$ cat src/rtl/spipoti_rx_pkg.sv
// Shared types and helpers for the digipot SPI target receiver.
// Provides the FSM state encoding, the default accepted command and the frame length rule.
package spipoti_pkg;

   typedef enum logic [1:0] {
      ST_IDLE  = 2'd0,
      ST_SHIFT = 2'd1,
      ST_DONE  = 2'd2
   } state_t;

   localparam logic [7:0] DEFAULT_CMD = 8'd0;

   function automatic int frame_len(input int width);
      return 8 + width;
   endfunction

endpackage

$ cat src/rtl/spipoti_rx_sync_edge.sv
// Multi-flop synchroniser for one asynchronous pin, with a history flop for edge detection.
// Flops clear to 0 so a pin already high at reset release only produces a harmless rise.
module spipoti_sync_edge #(
   parameter int STAGES = 2
) (
   input  logic clk,
   input  logic rst,
   input  logic din,
   output logic lvl,
   output logic rise,
   output logic fall
);

   logic [STAGES-1:0] sync_r;
   logic              prev_r;

   // synchroniser chain plus previous-sample flop
   always_ff @(posedge clk) begin
      if (rst) begin
         sync_r <= {STAGES{1'b0}};
         prev_r <= 1'b0;
      end else begin
         sync_r <= {sync_r[STAGES-2:0], din};
         prev_r <= sync_r[STAGES-1];
      end
   end

   assign lvl  = sync_r[STAGES-1];
   assign rise = sync_r[STAGES-1] & ~prev_r;
   assign fall = ~sync_r[STAGES-1] & prev_r;

endmodule

$ cat src/rtl/spipoti_rx.sv
// SPI target for the digipot command+value write frame; oversamples the SPI pins on clk.
// Optional readback of {last_cmd, value} on miso when SPIPOTI_RX_MISO_EN is defined.
module spipoti_rx
   import spipoti_pkg::*;
#(
   parameter int               WIDTH       = 8,
   parameter logic [7:0]       CMD         = DEFAULT_CMD,
   parameter int               SYNC_STAGES = 2,
   parameter logic [WIDTH-1:0] RESET_VALUE = {WIDTH{1'b0}}
) (
   input  logic             clk,
   input  logic             rst,
   input  logic             sclk,
   input  logic             mosi,
   input  logic             sel,
   output logic             miso,
   output logic [WIDTH-1:0] value,
   output logic [7:0]       last_cmd,
   output logic             valid,
   output logic             cmd_err,
   output logic             frame_err
);

   localparam int FRAME = frame_len(WIDTH);
   localparam int CW    = $clog2(FRAME + 2);
   localparam logic [CW-1:0] CNT_FRAME = CW'(FRAME);
   localparam logic [CW-1:0] CNT_SAT   = CW'(FRAME + 1);
   localparam logic [CW-1:0] CNT_ONE   = CW'(1);

   state_t           state_r;
   logic [CW-1:0]    bit_cnt_r;
   logic [FRAME-1:0] shift_r;

   logic sclk_lvl_s, sclk_rise_s, sclk_fall_s;
   logic mosi_lvl_s, mosi_rise_s, mosi_fall_s;
   logic sel_lvl_s, sel_rise_s, sel_fall_s;
   logic unused_s;

   spipoti_sync_edge #(.STAGES(SYNC_STAGES)) u_sync_sclk (
      .clk(clk), .rst(rst), .din(sclk), .lvl(sclk_lvl_s), .rise(sclk_rise_s), .fall(sclk_fall_s)
   );
   spipoti_sync_edge #(.STAGES(SYNC_STAGES)) u_sync_mosi (
      .clk(clk), .rst(rst), .din(mosi), .lvl(mosi_lvl_s), .rise(mosi_rise_s), .fall(mosi_fall_s)
   );
   spipoti_sync_edge #(.STAGES(SYNC_STAGES)) u_sync_sel (
      .clk(clk), .rst(rst), .din(sel), .lvl(sel_lvl_s), .rise(sel_rise_s), .fall(sel_fall_s)
   );

   assign unused_s = ^{sclk_lvl_s, sclk_fall_s, mosi_rise_s, mosi_fall_s};

   // frame FSM: sel_rise wins over a coincident sclk_rise, so that edge is never counted
   always_ff @(posedge clk) begin
      if (rst) begin
         state_r   <= ST_IDLE;
         bit_cnt_r <= {CW{1'b0}};
         shift_r   <= {FRAME{1'b0}};
         value     <= RESET_VALUE;
         last_cmd  <= 8'd0;
         valid     <= 1'b0;
         cmd_err   <= 1'b0;
         frame_err <= 1'b0;
      end else begin
         valid     <= 1'b0;
         cmd_err   <= 1'b0;
         frame_err <= 1'b0;
         case (state_r)
            ST_IDLE: begin
               if (sel_fall_s) begin
                  bit_cnt_r <= {CW{1'b0}};
                  shift_r   <= {FRAME{1'b0}};
                  state_r   <= ST_SHIFT;
               end
            end
            ST_SHIFT: begin
               if (sel_rise_s) begin
                  state_r <= ST_DONE;
               end else if (sclk_rise_s && !sel_lvl_s) begin
                  shift_r <= {shift_r[FRAME-2:0], mosi_lvl_s};
                  if (bit_cnt_r != CNT_SAT) begin
                     bit_cnt_r <= bit_cnt_r + CNT_ONE;
                  end
               end
            end
            ST_DONE: begin
               if (bit_cnt_r != CNT_FRAME) begin
                  frame_err <= 1'b1;
               end else begin
                  last_cmd <= shift_r[FRAME-1:WIDTH];
                  if (shift_r[FRAME-1:WIDTH] == CMD) begin
                     value <= shift_r[WIDTH-1:0];
                     valid <= 1'b1;
                  end else begin
                     cmd_err <= 1'b1;
                  end
               end
               state_r <= ST_IDLE;
            end
            default: state_r <= ST_IDLE;
         endcase
      end
   end

`ifdef SPIPOTI_RX_MISO_EN
   logic [FRAME-1:0] out_r;

   // readback register: snapshot of the previous state, shifted after each sampled bit
   always_ff @(posedge clk) begin
      if (rst) begin
         out_r <= {FRAME{1'b0}};
         miso  <= 1'b0;
      end else begin
         if (sel_fall_s) begin
            out_r <= {last_cmd, value};
         end else if (sclk_rise_s && !sel_lvl_s && state_r == ST_SHIFT) begin
            out_r <= {out_r[FRAME-2:0], 1'b0};
         end
         miso <= out_r[FRAME-1] & ~sel_lvl_s;
      end
   end
`else
   // no readback path: miso held low
   always_ff @(posedge clk) begin
      miso <= 1'b0;
   end
`endif

endmodule

$ cat config.mk
export PLATFORM = sky130hd
export DESIGN_NAME = spipoti_rx
export DESIGN_NICKNAME = d
export VERILOG_FILES = /design/src/rtl/spipoti_rx_pkg.sv /design/src/rtl/spipoti_rx_sync_edge.sv /design/src/rtl/spipoti_rx.sv
export SDC_FILE = /design/constraint.sdc
export NUM_CORES = 1
export LEC_CHECK = 0
export CELL_PAD_IN_SITES_DETAIL_PLACEMENT = 0
export CELL_PAD_IN_SITES_GLOBAL_PLACEMENT = 1
export CORE_MARGIN = 2
export CORE_UTILIZATION = 23
export CTS_CLUSTER_SIZE = 10
export DETAILED_ROUTE_END_ITERATION = 16
export PLACE_DENSITY = 0.48
export SYNTH_ARGS = -nofsm -noshare
export SYNTH_HDL_FRONTEND = slang
export SYNTH_SLANG_ARGS = --single-unit
$ cat constraint.sdc
create_clock -name clk -period 1.63 [get_ports clk]
set_clock_uncertainty 0.15 [all_clocks]
set_input_delay 0.2445 -clock clk [delete_from_list [all_inputs] [get_ports clk]]
set_output_delay 0.2445 -clock clk [all_outputs]
set_load 0.1 [all_outputs]
After elaboration in Yosys (flattened, before gate mapping):

Cells that the tools add are included.

* $add $sub $neg: 1
* equal/unequal tests: 9
* reductions and logical operators: 12
* bitwise logic cells: 8
* muxes and demuxes: 15

Operators with widths (count)
* two-way mux 16 bit: 3
* one-hot mux 16 bit (2 select lines): 1
* two-way mux 5 bit: 4
* inequality test 2 bit, second input constant: 5
* inequality test 5 bit, second input constant: 2
* one-hot mux 5 bit (2 select lines): 1
* zero test 8 bit: 1
* adder 5 x 1 -> 5 bit, second input constant: 1
* inverter 1 bit: 5
* AND reduction 5 bit: 1
* two-way mux 2 bit: 2
* one-hot mux 2 bit (2 select lines): 1
* AND reduction 2 bit: 2
* AND reduction 4 bit: 1
* AND 1 bit: 3
* two-way mux 1 bit: 3
* AND reduction 3 bit: 1
* OR reduction 3 bit: 1
* equality test 2 x 1 -> 1 bit, second input constant: 1
* equality test 2 bit, second input constant: 1
* zero test 2 bit: 1
* nonzero test 2 bit: 1
* OR reduction 2 bit: 1
* logical AND 1 bit: 1
* zero test 1 bit: 1

* flip-flop bits (word level): 50
* input bits: 5

Logic depth before layout (Yosys ltp):

* word-level depth: 6
* gate-level depth with buffers: 7
* depth with buffers taken out: 6

Hierarchy:

Synthesis repeated with hierarchy kept, for this count alone.

* cell total of the unflattened synthesis: 210
* area, all modules: 2110.8 um2

Modules (own cells, without submodules)
* spipoti_rx: cells an instance 186, area an instance 1836.8 um2, times used 1, sequential area each 840.8 um2
* spipoti_sync_edge: cells an instance 8, area an instance 91.3 um2, times used 3, sequential area each 60.1 um2

Worst setup path after synthesis:

Ideal clock, no wire load.

* path type: register to register
* from: reg bit_cnt_r[0]
* to: reg last_cmd[6]
* library setup time: 0.071 ns
* arrival time: 1.320 ns
* cell stages (with the launch flop): 8
* data required time: 1.409 ns
* slack: 0.090 ns
* buffers on the path: 1
* path through: dfxtp_1 > inv_1 > ha_1 > and4bb_1 > buf_4 > nand2_4 > nand2_1 > a21oi_1

* longest elaborated chain between the ends: 3

Ends and longest elaborated chain
* start, declared: line spipoti_rx.sv:31 `logic [CW-1:0] bit_cnt_r;`
* start signal, assigned: line spipoti_rx.sv:55 `bit_cnt_r <= {CW{1'b0}};`
* start signal, assigned: line spipoti_rx.sv:69 `bit_cnt_r <= {CW{1'b0}};`
* start signal, assigned: line spipoti_rx.sv:80 `bit_cnt_r <= bit_cnt_r + CNT_ONE;`
* inequality test 5 bit: line spipoti_rx.sv:85 `if (bit_cnt_r != CNT_FRAME) begin`
* inverter 1 bit (no line)
* AND reduction 2 bit (no line)
* end signal, assigned: line spipoti_rx.sv:88 `last_cmd <= shift_r[FRAME-1:WIDTH];`
* end, declared: line spipoti_rx.sv:18 `output logic [7:0] last_cmd,`

Every way passes these cells.
A chain may end at the register's enable or synchronous reset.

Final worst setup path:

* from: reg bit_cnt_r[1]
* to: reg value[2]

* longest elaborated chain between the ends: 3

Ends and longest elaborated chain
* inequality test 5 bit: line spipoti_rx.sv:85
* inverter 1 bit (no line)
* AND reduction 3 bit (no line)
* end signal, assigned: line spipoti_rx.sv:90 `value <= shift_r[WIDTH-1:0];`
* end, declared: line spipoti_rx.sv:17 `output logic [WIDTH-1:0] value,`

Every way passes these cells.

==> metrics <==
reg2reg end=value[2]$_SDFFE_PP0P_; Seq cells post-synth=50; pin count of the biggest net entering global routing=34; diode count=0; Pwr Total=roughly 0.0021 W; top post-synthesis cells by area=dfxtp_1, mux2i_1, nor2_1; Die Span Y=95.4 µm; WP data required=1680 ps; Pleak=about 1.1 nW; Initial Util=23.6%; gr usage total=9.63%; final antenna-violating net count=0; CTS Hold Bufs=0; post-synthesis average cell area=10.2 µm²; final setup fails=0; clock latency at the later pin of the worst-skew pair=300 ps; I/O pin count=25; Via density=4.29; async set-or-reset flop fraction in the synthesized netlist=0%; WL met3=148 µm; synth warn=0; root buf cell=clkbuf_8; drt wl/cell=about 12 µm; die area=9090 µm²; endpoint type of the worst setup path=flop; PwrDens=around 780 nW/µm²; Data arrival, critical path=1590 ps; Worst-path clk slew=about 90 ps; most common cell after layout, fill and taps aside=dfxtp_1; Reg-to-Reg Start=bit_cnt_r[1]$_SDFFE_PP0P_; sequential-to-total area share from yosys stat=52.2%; R2R setup slack=100 ps; # nets final=238; initial antenna violation count=0; max cap viols=0; Peak Freq=653 MHz; Layout Cells excl Fill=336; vias in the first global route=1,470; Worst Setup EP=value[2]$_SDFFE_PP0P_; detailed placement HPWL=approximately 2700 µm; Post-synth EDFFs=0; syn_nets=about 200; Die W=95.4 µm; startpoint type of the worst setup path=flop; gr ovfl total=0; synth-to-layout area growth=42.2%; Final min period=1530 ps; crit path max fanout=8; reg2reg path depth=6; cell count after synthesis=188; final core utilization=33.5%; via count=roughly 1,400; area share of the largest cell type after synthesis=roughly 52%; Fin. Hold Viols=0; worst min-delay path class=flop to flop; PortBufs=23; first-pass GRT wire length=6820 µm; clock sinks=50; Syn Std Cell Area=1920 µm²; status=completed; DRT Pass-1 Iters=4; Post-route DRC=0; Initial DRC Count=60; Distinct cells, synth=43; IR drop worst, VDD=0.448 mV; setup TNS=0 ps; layout cells sized above 1=28.1%; Setup crit start=bit_cnt_r[1]$_SDFFE_PP0P_; Clock Path Buffers=2; CTS buffer count=5; commonest non-fill, non-tap cells in the layout=dfxtp_1, buf_4, buf_12; Final Slew Violations=0; CP Class=flop to flop; Inst Count DP=325; core region area=8130 µm²; fin crit share=94.0%; final estimated routing congestion in global placement=roughly 0.76; routed wl met2=between 1500 and 2000 µm; # H-tree levels=2; Rows=33; Synth Flop Type=dfxtp_1; Detailed Route WL=approximately 3900 µm; TritonCTS clock tree=yes; max layer used=met4; RSZ-0062 raised after global routing=true; met1 wire length=2070 µm; post-synth top area cell=dfxtp_1
power by group:
group | switching, W | total, W | internal [W]
Clock | 0.000414 | 0.000803 | 0.000390
Sequential | 0.00000402 | 0.00123 | 0.00123
Combinational | 0.0000512 | 0.0000834 | 0.0000322
Total | 0.000469 | 0.00212 | 0.00165
timing repair:
item                       CTS  global route
setup endpoints to repair    0            23
gates resized for setup      0            10
buffers inserted             0             3
flip-flops by register name, summed over array words and instances, names as in the netlist:
register            cells
u_sync_sclk.prev_r      1
cmd_err                 1
u_sync_mosi.sync_r      2
u_sync_sel.sync_r       2
frame_err               1
valid                   1
value                   8
u_sync_sel.prev_r       1
state_r                 2
bit_cnt_r               5
last_cmd                8
shift_r                16
u_sync_sclk.sync_r      2
synth_stat cells (4+ instances only):
library cell and n:
nor2b_1 9, buf_2 4, nor3b_1 4, a22o_1 7, inv_1 4, nand2_1 11, a21oi_1 9, mux2i_1 9
dfxtp_1 50, a22oi_1 9, nand3_1 11, nor2_1 19
layout make-up:
type,count,area (µm²)
clock buffers,7,96.3
clock inverters,1,8.76
well taps,105,131
fillers,800,5410
flip-flops and latches,50,1000
inverters,5,21.3
repair buffers,47,613
multi-input cells,121,855
through the flow:
| stage | setup slack, ps | area, µm² | hold WS, ps |
|---|---|---|---|
| detailed placement | -66.8 | 2570 | 277 |
| CTS | 9.55 | 2680 | 300 |
| floorplan | 89.5 | 1920 | 223 |
| global placement | -44.7 | 2570 | 269 |
| global route | -26.3 | 2730 | 316 |
| finish | 97.5 | 2730 | 294 |
how the worst min path moves through the flow:
stage                                      from                          endpoint  slack [ps]  cells past startpoint
2_1_floorplan                              mosi  u_sync_mosi.sync_r[0]$_SDFF_PP0_         220                      1
3_3_place_gp    u_sync_sel.sync_r[0]$_SDFF_PP0_   u_sync_sel.sync_r[1]$_SDFF_PP0_         270                      1
3_5_place_dp   u_sync_sclk.sync_r[0]$_SDFF_PP0_  u_sync_sclk.sync_r[1]$_SDFF_PP0_         280                      1
4_1_cts        u_sync_mosi.sync_r[0]$_SDFF_PP0_  u_sync_mosi.sync_r[1]$_SDFF_PP0_         300                      1
5_1_grt         u_sync_sel.sync_r[0]$_SDFF_PP0_   u_sync_sel.sync_r[1]$_SDFF_PP0_         320                      1
6_report        u_sync_sel.sync_r[0]$_SDFF_PP0_   u_sync_sel.sync_r[1]$_SDFF_PP0_         290                      1
layer usage:
layer | vias up | GRT usage (%)
met3 | 4 | 2.37
met5 | - | 0
met4 | 0 | 3.62
met2 | 29 | 15.0
li1 | 743 | -
met1 | 664 | 12.8
worst max-delay path: stages (launching register included):
cell and delay [ps]:
dfxtp_2 350, inv_4 70, ha_4 110, and4bb_2 260, nand4_4 220, mux2i_1 220
nor2_1 50
kinds of logic after synthesis:
group	Yosys count	synth area share, %
simple gates	72	23.3
fa+ha+maj	4	2.48
buf+inv	17	4.43
compound gates	35	12.8
mux	9	4.69
flops	50	52.2
other cells	1	0.195
(Power assumes the default switching activity.)
